==> config.mk <==
export PLATFORM = sky130hd
export DESIGN_NAME = usb_rx_sequencer_flat
export DESIGN_NICKNAME = d
export VERILOG_FILES = /design/src/rtl/usb_rx_pkg.sv /design/src/rtl/usb_rx_sequencer_if.sv /design/src/rtl/usb_sync_detect.sv /design/src/rtl/usb_rx_sequencer.sv /design/src/flat_wrapper.sv
export SDC_FILE = /design/constraint.sdc
export NUM_CORES = 1
export LEC_CHECK = 0
export CORE_MARGIN = 4
export CORE_UTILIZATION = 41
export CTS_CLUSTER_SIZE = 24
export DETAILED_ROUTE_END_ITERATION = 10
export SLEW_MARGIN = 5
export SYNTH_ARGS = -nofsm -noshare
export SYNTH_HDL_FRONTEND = slang
export SYNTH_HIERARCHICAL = 1
export SYNTH_SLANG_ARGS = --single-unit
==> constraint.sdc <==
create_clock -name clk -period 6.18 [get_ports clk]
set_clock_uncertainty 0.2 [all_clocks]
set_input_delay 0.927 -clock clk [delete_from_list [all_inputs] [get_ports clk]]
set_output_delay 0.927 -clock clk [all_outputs]
set_load 0.005 [all_outputs]
==> src/rtl/usb_rx_pkg.sv <==
// usb_rx_pkg: shared types and constants for the USB receive sequencer slice.
//   state_e    : sequencer FSM states
//   line_e     : sampled line code {dp,dm}
//   rx_ev_e    : per-sample decision reported by the next-state logic
//   SYNC_RAW   : raw dp pattern of KJKJKJKK, oldest bit in the MSB
//   SHREG_IDLE : sync shift register contents for an idle (J) line
package usb_rx_pkg;

  typedef enum logic [2:0] {
    IDLE,
    HUNT,
    RECV,
    EOP1,
    EOP2
  } state_e;

  typedef enum logic [1:0] {
    LINE_SE0 = 2'b00,
    LINE_K   = 2'b01,
    LINE_J   = 2'b10,
    LINE_SE1 = 2'b11
  } line_e;

  typedef enum logic [2:0] {
    EV_NONE,
    EV_START,
    EV_DONE,
    EV_TIMEOUT,
    EV_ERROR,
    EV_CANCEL
  } rx_ev_e;

  localparam logic [7:0] SYNC_RAW   = 8'b0101_0100;
  localparam logic [7:0] SHREG_IDLE = 8'hFF;

  // J and K carry data; SE0/SE1 are line states.
  function automatic logic is_data(input line_e l);
    return (l == LINE_J) || (l == LINE_K);
  endfunction

endpackage

==> src/rtl/usb_rx_sequencer_if.sv <==
// usb_rx_sequencer_if: line inputs, protocol handshake and status outputs of the
// receive sequencer.
//   rx_en, dp, dm, stuff_err            : driven by line / protocol side (master)
//   start_rc_nrzi, end_rc_nrzi, abort,
//   rx_active, rx_done, rx_timeout,
//   rx_error, bit_cnt                   : driven by the sequencer (slave)
interface usb_rx_sequencer_if #(
  parameter int unsigned CNT_W = 11
) ();

  logic             rx_en;
  logic             dp;
  logic             dm;
  logic             stuff_err;
  logic             start_rc_nrzi;
  logic             end_rc_nrzi;
  logic             abort;
  logic             rx_active;
  logic             rx_done;
  logic             rx_timeout;
  logic             rx_error;
  logic [CNT_W-1:0] bit_cnt;

  modport master (
    output rx_en, dp, dm, stuff_err,
    input  start_rc_nrzi, end_rc_nrzi, abort, rx_active,
           rx_done, rx_timeout, rx_error, bit_cnt
  );

  modport slave (
    input  rx_en, dp, dm, stuff_err,
    output start_rc_nrzi, end_rc_nrzi, abort, rx_active,
           rx_done, rx_timeout, rx_error, bit_cnt
  );

endinterface

==> src/rtl/usb_sync_detect.sv <==
// usb_sync_detect: 8-bit SYNC hunter.
//   clk, rst   : bit clock, synchronous active-high reset
//   clr_i      : reload register with the idle pattern (takes priority)
//   shift_i    : shift bit_i in as the newest (LSB) bit
//   bit_i      : sampled dp
//   match_o    : combinational; the register including this sample equals SYNC_RAW
module usb_sync_detect
  import usb_rx_pkg::*;
(
  input  logic clk,
  input  logic rst,
  input  logic clr_i,
  input  logic shift_i,
  input  logic bit_i,
  output logic match_o
);

  logic [7:0] shreg_q;
  logic [7:0] shreg_d;
  logic [7:0] shifted;

  assign shifted = {shreg_q[6:0], bit_i};

  always_comb begin
    shreg_d = shreg_q;
    if (clr_i) begin
      shreg_d = SHREG_IDLE;
    end else if (shift_i) begin
      shreg_d = shifted;
    end
  end

  always_ff @(posedge clk) begin
    if (rst) begin
      shreg_q <= SHREG_IDLE;
    end else begin
      shreg_q <= shreg_d;
    end
  end

  // Looks at the incoming sample so the FSM can act on the last K itself.
  assign match_o = shift_i && !clr_i && (shifted == SYNC_RAW);

endmodule

==> src/rtl/usb_rx_sequencer.sv <==
// usb_rx_sequencer: receive-side sequencer between the USB line and the NRZI decoder.
// Hunts SYNC, counts payload bits, validates EOP and reports done/timeout/error.
//   clk, rst : bit-rate clock, synchronous active-high reset
//   rx       : usb_rx_sequencer_if.slave
//              in : rx_en, dp, dm, stuff_err
//              out: start_rc_nrzi, end_rc_nrzi, abort, rx_active, rx_done,
//                   rx_timeout, rx_error, bit_cnt (all registered)
module usb_rx_sequencer
  import usb_rx_pkg::*;
#(
  parameter int unsigned TIMEOUT_BITS = 255,
  parameter int unsigned MAX_BITS     = 1100,
  parameter int unsigned CNT_W        = 11
) (
  input logic              clk,
  input logic              rst,
  usb_rx_sequencer_if.slave rx
);

  localparam int unsigned TMR_W = $clog2(TIMEOUT_BITS + 1);
  localparam logic [TMR_W-1:0] TMO_LAST = TMR_W'(TIMEOUT_BITS - 1);
  localparam logic [CNT_W-1:0] CNT_LAST = CNT_W'(MAX_BITS - 1);

  state_e           state_q, state_d;
  rx_ev_e           ev;
  logic [CNT_W-1:0] bit_cnt_q, bit_cnt_d;
  logic [TMR_W-1:0] timer_q, timer_d;
  logic             start_q, start_d;
  logic             end_q, end_d;
  logic             abort_q, abort_d;
  logic             active_q, active_d;
  logic             timeout_q, timeout_d;
  logic             error_q, error_d;

  line_e            line_s;
  logic             data_s;
  logic             sync_match;

  assign line_s = line_e'({rx.dp, rx.dm});
  assign data_s = is_data(line_s);

  usb_sync_detect u_sync (
    .clk     (clk),
    .rst     (rst),
    .clr_i   ((state_q != HUNT) || !data_s),
    .shift_i ((state_q == HUNT) && data_s),
    .bit_i   (rx.dp),
    .match_o (sync_match)
  );

  // State and output registers.
  always_ff @(posedge clk) begin
    if (rst) begin
      state_q   <= IDLE;
      bit_cnt_q <= '0;
      timer_q   <= '0;
      start_q   <= 1'b0;
      end_q     <= 1'b0;
      abort_q   <= 1'b0;
      active_q  <= 1'b0;
      timeout_q <= 1'b0;
      error_q   <= 1'b0;
    end else begin
      state_q   <= state_d;
      bit_cnt_q <= bit_cnt_d;
      timer_q   <= timer_d;
      start_q   <= start_d;
      end_q     <= end_d;
      abort_q   <= abort_d;
      active_q  <= active_d;
      timeout_q <= timeout_d;
      error_q   <= error_d;
    end
  end

  // Next state; branch order encodes rx_en drop > error > EOP > SYNC/count.
  always_comb begin
    state_d = state_q;
    ev      = EV_NONE;
    unique case (state_q)
      IDLE: begin
        if (rx.rx_en) state_d = HUNT;
      end
      HUNT: begin
        if (!rx.rx_en) begin
          state_d = IDLE;
        end else if (sync_match) begin
          state_d = RECV;
          ev      = EV_START;
        end else if (timer_q == TMO_LAST) begin
          state_d = IDLE;
          ev      = EV_TIMEOUT;
        end
      end
      RECV: begin
        if (!rx.rx_en) begin
          state_d = IDLE;
          ev      = EV_CANCEL;
        end else if ((line_s == LINE_SE1) || rx.stuff_err ||
                     (data_s && (bit_cnt_q == CNT_LAST))) begin
          state_d = IDLE;
          ev      = EV_ERROR;
        end else if (line_s == LINE_SE0) begin
          state_d = EOP1;
        end
      end
      EOP1: begin
        if (!rx.rx_en) begin
          state_d = IDLE;
          ev      = EV_CANCEL;
        end else if (line_s == LINE_SE0) begin
          state_d = EOP2;
        end else begin
          state_d = IDLE;
          ev      = EV_ERROR;
        end
      end
      EOP2: begin
        state_d = IDLE;
        if (!rx.rx_en) begin
          ev = EV_CANCEL;
        end else if (line_s == LINE_J) begin
          ev = EV_DONE;
        end else begin
          ev = EV_ERROR;
        end
      end
      default: state_d = IDLE;
    endcase
  end

  // Counters and registered output values.
  always_comb begin
    bit_cnt_d = bit_cnt_q;
    timer_d   = timer_q;
    unique case (state_q)
      IDLE: begin
        if (rx.rx_en) begin
          bit_cnt_d = '0;
          timer_d   = '0;
        end
      end
      HUNT: timer_d = timer_q + 1'b1;
      RECV: begin
        // The babble sample still counts so bit_cnt lands on MAX_BITS; a
        // stuff error does not.
        if (rx.rx_en && data_s && !rx.stuff_err) bit_cnt_d = bit_cnt_q + 1'b1;
      end
      default: ;
    endcase

    start_d   = (ev == EV_START);
    end_d     = (ev == EV_DONE);
    timeout_d = (ev == EV_TIMEOUT);
    error_d   = (ev == EV_ERROR);
    abort_d   = (ev == EV_ERROR) || (ev == EV_CANCEL);
    active_d  = (state_d == RECV) || (state_d == EOP1) || (state_d == EOP2);
  end

  assign rx.start_rc_nrzi = start_q;
  assign rx.end_rc_nrzi   = end_q;
  assign rx.rx_done       = end_q;
  assign rx.abort         = abort_q;
  assign rx.rx_error      = error_q;
  assign rx.rx_timeout    = timeout_q;
  assign rx.rx_active     = active_q;
  assign rx.bit_cnt       = bit_cnt_q;

endmodule

==> src/flat_wrapper.sv <==
// flat-port wrapper written by rule: the top's interface ports become plain ports
module usb_rx_sequencer_flat import usb_rx_pkg::*;
#(
  parameter int unsigned TIMEOUT_BITS = 255,
  parameter int unsigned MAX_BITS     = 1100,
  parameter int unsigned CNT_W        = 11
)
  (clk, rst, rx_rx_en, rx_dp, rx_dm, rx_stuff_err, rx_start_rc_nrzi, rx_end_rc_nrzi, rx_abort, rx_rx_active, rx_rx_done, rx_rx_timeout, rx_rx_error, rx_bit_cnt);
  usb_rx_sequencer_if #(.CNT_W(CNT_W)) rx_i ();
  input logic clk;
  input logic rst;
  input wire logic [$bits(rx_i.rx_en)-1:0] rx_rx_en;
  input wire logic [$bits(rx_i.dp)-1:0] rx_dp;
  input wire logic [$bits(rx_i.dm)-1:0] rx_dm;
  input wire logic [$bits(rx_i.stuff_err)-1:0] rx_stuff_err;
  output wire logic [$bits(rx_i.start_rc_nrzi)-1:0] rx_start_rc_nrzi;
  output wire logic [$bits(rx_i.end_rc_nrzi)-1:0] rx_end_rc_nrzi;
  output wire logic [$bits(rx_i.abort)-1:0] rx_abort;
  output wire logic [$bits(rx_i.rx_active)-1:0] rx_rx_active;
  output wire logic [$bits(rx_i.rx_done)-1:0] rx_rx_done;
  output wire logic [$bits(rx_i.rx_timeout)-1:0] rx_rx_timeout;
  output wire logic [$bits(rx_i.rx_error)-1:0] rx_rx_error;
  output wire logic [$bits(rx_i.bit_cnt)-1:0] rx_bit_cnt;
  assign rx_i.rx_en = rx_rx_en;
  assign rx_i.dp = rx_dp;
  assign rx_i.dm = rx_dm;
  assign rx_i.stuff_err = rx_stuff_err;
  assign rx_start_rc_nrzi = rx_i.start_rc_nrzi;
  assign rx_end_rc_nrzi = rx_i.end_rc_nrzi;
  assign rx_abort = rx_i.abort;
  assign rx_rx_active = rx_i.rx_active;
  assign rx_rx_done = rx_i.rx_done;
  assign rx_rx_timeout = rx_i.rx_timeout;
  assign rx_rx_error = rx_i.rx_error;
  assign rx_bit_cnt = rx_i.bit_cnt;
  usb_rx_sequencer #(.TIMEOUT_BITS(TIMEOUT_BITS), .MAX_BITS(MAX_BITS), .CNT_W(CNT_W)) u_core (.clk(clk), .rst(rst), .rx(rx_i));
endmodule
==> results of run 1 <==
-- worst register-to-register path: cells and delay by family, from the launching register on --
| kind | cells | cell delay [ns] |
|---|---|---|
| compound gates | 1 | 0.32 |
| simple gates | 7 | 1.45 |
| flops | 1 | 0.41 |
| buf+inv | 1 | 0.29 |
-- power by group through the flow --
stage          Combinational (mW)  Sequential (mW)  Clock [mW]
6_report                   0.0268            0.229       0.204
5_1_grt                    0.0300            0.229       0.218
2_1_floorplan              0.0223            0.233           0
4_1_cts                    0.0265            0.228       0.211
3_5_place_dp               0.0265            0.234           0
3_3_place_gp               0.0258            0.234           0
-- placed cells by master, fill, tap and decap left out, types with 2 or more instances in the layout --
cell	instances
a21oi_1	18
a31oi_1	3
and2_1	2
and3b_1	2
and4b_1	2
clkbuf_8	5
clkdlybuf4s50_1	23
dfxtp_1	35
ha_1	6
inv_1	7
mux2i_1	7
nand2_1	18
nand3_1	9
nand4_1	3
nor2_1	14
nor2b_1	3
nor3_1	2
nor3b_1	2
nor4b_1	3
o2111ai_1	2
o211ai_1	2
o21ai_0	10
o311ai_0	2
o31ai_1	3
or3_1	5
or4_1	5
xor2_1	2
-- registers in the layout, summed over array words and instances, names as in the netlist, 3 cells and up --
| register | cells |
|---|---|
| u_core/state_q | 3 |
| u_core/timer_q | 8 |
| u_core/rx.bit_cnt | 11 |
| u_core/u_sync/shreg_q | 7 |
-- per-layer routing --
metal	up-vias	global-route usage	wire length [um]
met5	-	0	0
met4	0	0.0664	70
met3	8	0.0520	248
met2	45	0.237	1780
met1	708	0.189	1810
li1	774	-	-
-- path summary, 6_finish.rpt --
check | depth (start not counted) | end
worst max-delay path | 10 | u_core/rx.start_rc_nrzi$_SDFF_PP0_
worst min-delay path | 2 | u_core/u_sync/shreg_q[6]$_SDFFE_PP1P_
worst max register to register | 9 | u_core/rx.start_rc_nrzi$_SDFF_PP0_
worst min register to register | 2 | u_core/u_sync/shreg_q[6]$_SDFFE_PP1P_
-- cell families after synthesis --
logic type	after synthesis
simple gates	84
compound gates	46
flops	35
buf+inv	17
mux	8
fa+ha+maj	6
xor+xnor	2
-- per-stage QoR --
| stage | hold WS, ns | power [mW] |
|---|---|---|
| final | 0.271 | 0.459 |
| after global routing | 0.313 | 0.477 |
| after CTS | 0.277 | 0.466 |
| after detailed placement | 0.258 | 0.260 |
| after global placement | 0.260 | 0.260 |
| after floorplan | 0.233 | 0.255 |
-- final cells by class --
type                    instances  area, um2
flip-flops and latches         35        701
inverters                       7       26.3
multi-input cells             146        965
repair buffers                 23        230
clock inverters                 3       43.8
well taps                      50       62.6
clock buffers                   5       68.8
fillers                       377       1990
==> impl_results.md, run 1 <==
* Final setup fails at 0
* Hold Crit Class: reg2reg
* Largest family of logic cells by synthesized area: simple AND/OR/NAND/NOR gates
* Post-synth top area share at 0.395
* Worst Path Buf+Inv at 3
* CP top delay family: simple AND/OR/NAND/NOR gates
* Count of cell types in the netlist at 50
* Post-synth top area cell: dfxtp_1
* DRC at 0
* Die Wd at 73.8 um
* Clock sink count at 35
* Placer Congestion at 0.804
* Detailed Route Iter0 Violations at 75
* Post-CTS Setup Bufs at 0
* Crit Path Class: in2reg
* Switching Share at 0.223
* DRT Pass-1 Iters at 6
* Most common cell in the netlist: dfxtp_1
* Max-slew headroom at 0.559
* Final min period at 3.47 ns
* Aggregate routed wire length at 3.91 mm
* Top cells by area, synth: dfxtp_1 39%, a21oi_1 5.1%, ha_1 4.2%
* Post-route setup slack at 2.71 ns
* Critical Path Source: rx_dp
* Register-to-Register Setup Slack at 3.43 ns
* WP data arrival at 3.48 ns
* Maxcap violations at 0
* Number of flops mapped to enable cells by yosys at 0
* Port Buf Inserts at 23
* H-tree levels at 2
* Worst-path fanout max at 8
* Yosys reg bits at 35
* CP cell instances: clkdlybuf4s50_1 -> inv_1 -> ha_1 -> nand2_1 -> inv_1 -> and4bb_1 -> and4b_1 -> and3b_1 -> a211o_1 -> nor3_1
* Die Y at 73.8 um
* Hold path start: u_core/u_sync/shreg_q[6]$_SDFFE_PP1P_
* Pin count of the biggest net entering global routing at 19
* CP max stage delay at 0.56 ns
* Final Max Slew Viols at 0
* Launching element type of the critical path: primary input
* Clock buffer count from CTS at 5
* Clock Power Share at 0.444
* Antenna cell count at 0
* FFs w/ async S/R, synth at 0
* Final hold vios at 0
* Post-DP Area at 1980 um2
* Post-synthesis cell count at 198
* Register area share after synthesis at 0.395
* Cell internal pwr at 0.357 mW
* Sw Pwr at 0.102 mW
* Layout cells sized above 1 at 0.0731
* F_max at 288 MHz
* Reg power frac at 0.498
* CTS resizes at 0
* Reg2reg start: u_core/state_q[2]$_SDFF_PP0_
* Final #Nets at 230
* Final Util at 0.513
* Crit. End Element: flop
* Die area at 5440 um2
* Worst-Skew Late Latency at 0.28 ns
* Initial Util at 0.434
* Synthesized area per cell at 8.96 um2
* Leak at 0.708 nW
* All-Layer GR Usage at 0.152
* Io pins at 24
* Routed Antenna Nets at 0
* Final Non-Filler Cells at 269
* Via count at 1535
* Unrepaired setup endpoints after global routing: false
* Syn nets at 210
* Vias per inst at 5.71
* Synth Area in Adders at 0.0423
* Yosys warns at 6
* CTS clock-pin slew for the worst setup and hold paths at 0.07 ns
* CORE AREA at 4090 um2
* Outcome: finished, final reports clean
* Remaining global-route overflow at 0
* Pwr Density at 219 nW/um2
* Vias in the first global route at 1434
* Worst Tran Pin Value at 0.660 ns
* Post-DR wirelength/cell at 14.5 um
* Max Root-Sink Buffers at 2
* Synth Area in Compound Gates at 0.162
* Setup TNS at 0 ns
* Critical path's most frequent cell: inv_1
* CTS Hold Bufs at 0
* Crit-path slowest cell: clkdlybuf4s50_1
* Area delta synth->final at 18.2%
* Combinational Power Share at 0.058
* Fin crit share at 0.561
* Maximum vdd drop at 180 uV
* WP data required at 6.19 ns
* TritonCTS clock tree: done
* Rows at 23
* Synth cell count leaders: 35 x dfxtp_1, 18 x a21oi_1, 18 x nand2_1
* Post-DP HPWL at 2.80 mm
* Synth Area in XOR/XNOR at 0.00987
* Placed Instances at 261
* Synth Flop Type: dfxtp_1
* Final Cell Area at 2100 um2
* Cell Area, Synth at 1770 um2
* Post-Synth Simple-Gate Area at 0.283
* Mux contribution to synthesized area at 0.0458
* Initial antenna violation count at 0
* Setup WS pre-CTS at 2.42 ns
* Clk root buf: clkbuf_8
* First-pass GRT wire length at 6.54 mm
Power figures use the tool's default switching activity.
==> inputs of run 2 (changes only) <==
clock period = 2.9 ns   (was 6.18 ns; I/O delays follow)
==> run 2 against run 1 <==
Sequential share of layout area shrank 0.32 points. Combinational power grew 130%. Cell count grew 1.1%. Flip-flop and latch count is the same. Register-to-register slack lost 3.0 ns. Total power grew 110%. Critical endpoint is now u_core/rx.rx_error$_SDFF_PP0_. Clock power grew 100%. Critical path depth shrank 1.
==> impl_results.md, run 2 (synthesis gave the netlist of run 1 again) <==
* Pin count of the biggest net entering global routing at 13 (-6)
* Launching element type of the critical path: primary input
* Post-DP HPWL at 3.03 mm (+8.2%)
* Hold Crit Class: reg2reg
* PnR Total Power at 0.958 mW (+110%)
* Crit Path Class: in2reg
* Layout cells sized above 1 at 0.0811 (+0.00802)
* Maximum vdd drop at 203 uV (+13%)
* Unrepaired setup endpoints after global routing: false
* DRT Pass-1 Iters at 4 (-2)
* Clock buffer count from CTS at 5 (unchanged)
* Worst Tran Pin Value at 0.642 ns (-0.0174 ns)
* Via count at 1589 (+3.5%)
* Maxcap violations at 0 (unchanged)
* Die Y at 73.8 um (unchanged)
* Routed Antenna Nets at 0 (unchanged)
* CP cell instances: clkdlybuf4s50_1 -> inv_1 -> ha_1 -> nand2_1 -> nor4b_1 -> and4b_1 -> and3b_1 -> a211o_1 -> and3b_1
* Fin crit share at 0.919
* Die Wd at 73.8 um (unchanged)
* Worst-Skew Late Latency at 0.28 ns (about the same)
* Final Non-Filler Cells at 272 (+1.1%)
* Post-DP Area at 2010 um2 (+1.5%)
* WP data required at 2.92 ns (-3.27 ns)
* Clk root buf: clkbuf_8
* Io pins at 24 (unchanged)
* F_max at 375 MHz
* Post-DR wirelength/cell at 14.9 um (+2.6%)
* DRC at 0 (unchanged)
* Setup WS pre-CTS at -0.0681 ns (-2.49 ns)
* All-Layer GR Usage at 0.156 (+0.00441)
* Area delta synth->final at 19.3%
* Die area at 5440 um2 (unchanged)
* Detailed Route Iter0 Violations at 87 (+16%)
* Crit. End Element: flop
* Final Util at 0.518 (+0.00490)
* Clock sink count at 35 (unchanged)
* Critical path's most frequent cell: and3b_1
* Initial Util at 0.434 (unchanged)
* CP top delay family: simple AND/OR/NAND/NOR gates
* Remaining global-route overflow at 0 (unchanged)
* CORE AREA at 4090 um2 (unchanged)
* Setup TNS at 0 ns (unchanged)
* TritonCTS clock tree: done
* Final setup fails at 0 (unchanged)
* Leak at 0.720 nW (+1.7%)
* Final Max Slew Viols at 0 (unchanged)
* Final min period at 2.66 ns
* Vias in the first global route at 1516 (+5.7%)
* Max FFs per register at 11 (unchanged)
* Post-CTS Setup Bufs at 0 (unchanged)
* Placer Congestion at 0.848 (+5.5%)
* Final Cell Area at 2120 um2 (+0.95%)
* H-tree levels at 2 (unchanged)
* Aggregate routed wire length at 4.06 mm (+3.7%)
* Commonest non-fill, non-tap cell in the layout: dfxtp_1
* Final #Nets at 234 (+1.7%)
* Outcome: finished, final reports clean
* Worst Path Buf+Inv at 2 (-1)
* Antenna cell count at 0 (unchanged)
* CTS Hold Bufs at 0 (unchanged)
* Crit-path slowest cell: clkdlybuf4s50_1
* Worst-path fanout max at 4 (-4)
* Final hold vios at 0 (unchanged)
* Placed Instances at 265 (+1.5%)
* Hold slack at 0.277 ns (+0.00604 ns)
* Initial antenna violation count at 0 (unchanged)
* Vias per inst at 5.84 (+2.4%)
* CTS clock-pin slew for the worst setup and hold paths at 0.07 ns (about the same)
* Post-route setup slack at 0.236 ns (-2.47 ns)
* Max Root-Sink Buffers at 2 (unchanged)
* CTS resizes at 0 (unchanged)
* CP max stage delay at 0.49 ns (-0.07 ns)
* Most frequent cells in the layout: 35 x dfxtp_1, 23 x clkdlybuf4s50_1, 18 x nand2_1, 18 x a21oi_1, 14 x nor2_1
* Pwr Density at 453 nW/um2 (+110%)
* Final-layout fill cell count at 401 (+6.4%)
* First-pass GRT wire length at 6.70 mm (+2.4%)
* Max-slew headroom at 0.571 (+0.0121)
* Port Buf Inserts at 23 (unchanged)
* WP data arrival at 2.69 ns (-0.79 ns)
* Rows at 23 (unchanged)
run 2: changes by cell type in the layout (fill, tap and decap cells not counted), sizes merged:
cell    delta
buf        +4
clkbuf     +1
clkinv     -2
run 2: tightest hold or removal path, cell delays in order (launching register included):
cell,delay [ns]
dfxtp_1,0.32
mux2i_1,0.06
nand2_1,0.06
run 2: power breakdown:
| part | internal, mW | switching, mW |
|---|---|---|
| combinational | 0.0247 | 0.0361 |
| sequential | 0.483 | 0.00440 |
| clock | 0.252 | 0.158 |
| total | 0.759 | 0.199 |
run 2: worst paths after layout:
kind / cells past startpoint / slack, ns / to / startpoint
max: 9 / 0.24 / u_core/rx.rx_error$_SDFF_PP0_ / rx_dm
min reg2reg: 2 / 0.28 / u_core/u_sync/shreg_q[6]$_SDFFE_PP1P_ / u_core/u_sync/shreg_q[6]$_SDFFE_PP1P_
max reg2reg: 8 / 0.41 / u_core/rx.rx_error$_SDFF_PP0_ / u_core/state_q[2]$_SDFF_PP0_
min: 2 / 0.28 / u_core/u_sync/shreg_q[6]$_SDFFE_PP1P_ / u_core/u_sync/shreg_q[6]$_SDFFE_PP1P_
run 2: final cells by class:
cell class	instances	area [um2]	share of cell area
clock buffers	6	72.6	0.0343
clock inverters	1	30.0	0.0142
inverters	7	26.3	0.0124
multi-input cells	146	965	0.456
flip-flops and latches	35	701	0.331
well taps	50	62.6	0.0296
repair buffers	27	260	0.123
run 2: routing by layer:
layer  global-route usage  vias up  part of all wire
li1                     -      782                 -
met2                0.253       44              0.48
met5                    0        -                 0
met4               0.0704        0             0.018
met3               0.0424       10             0.049
met1                0.193      753              0.46
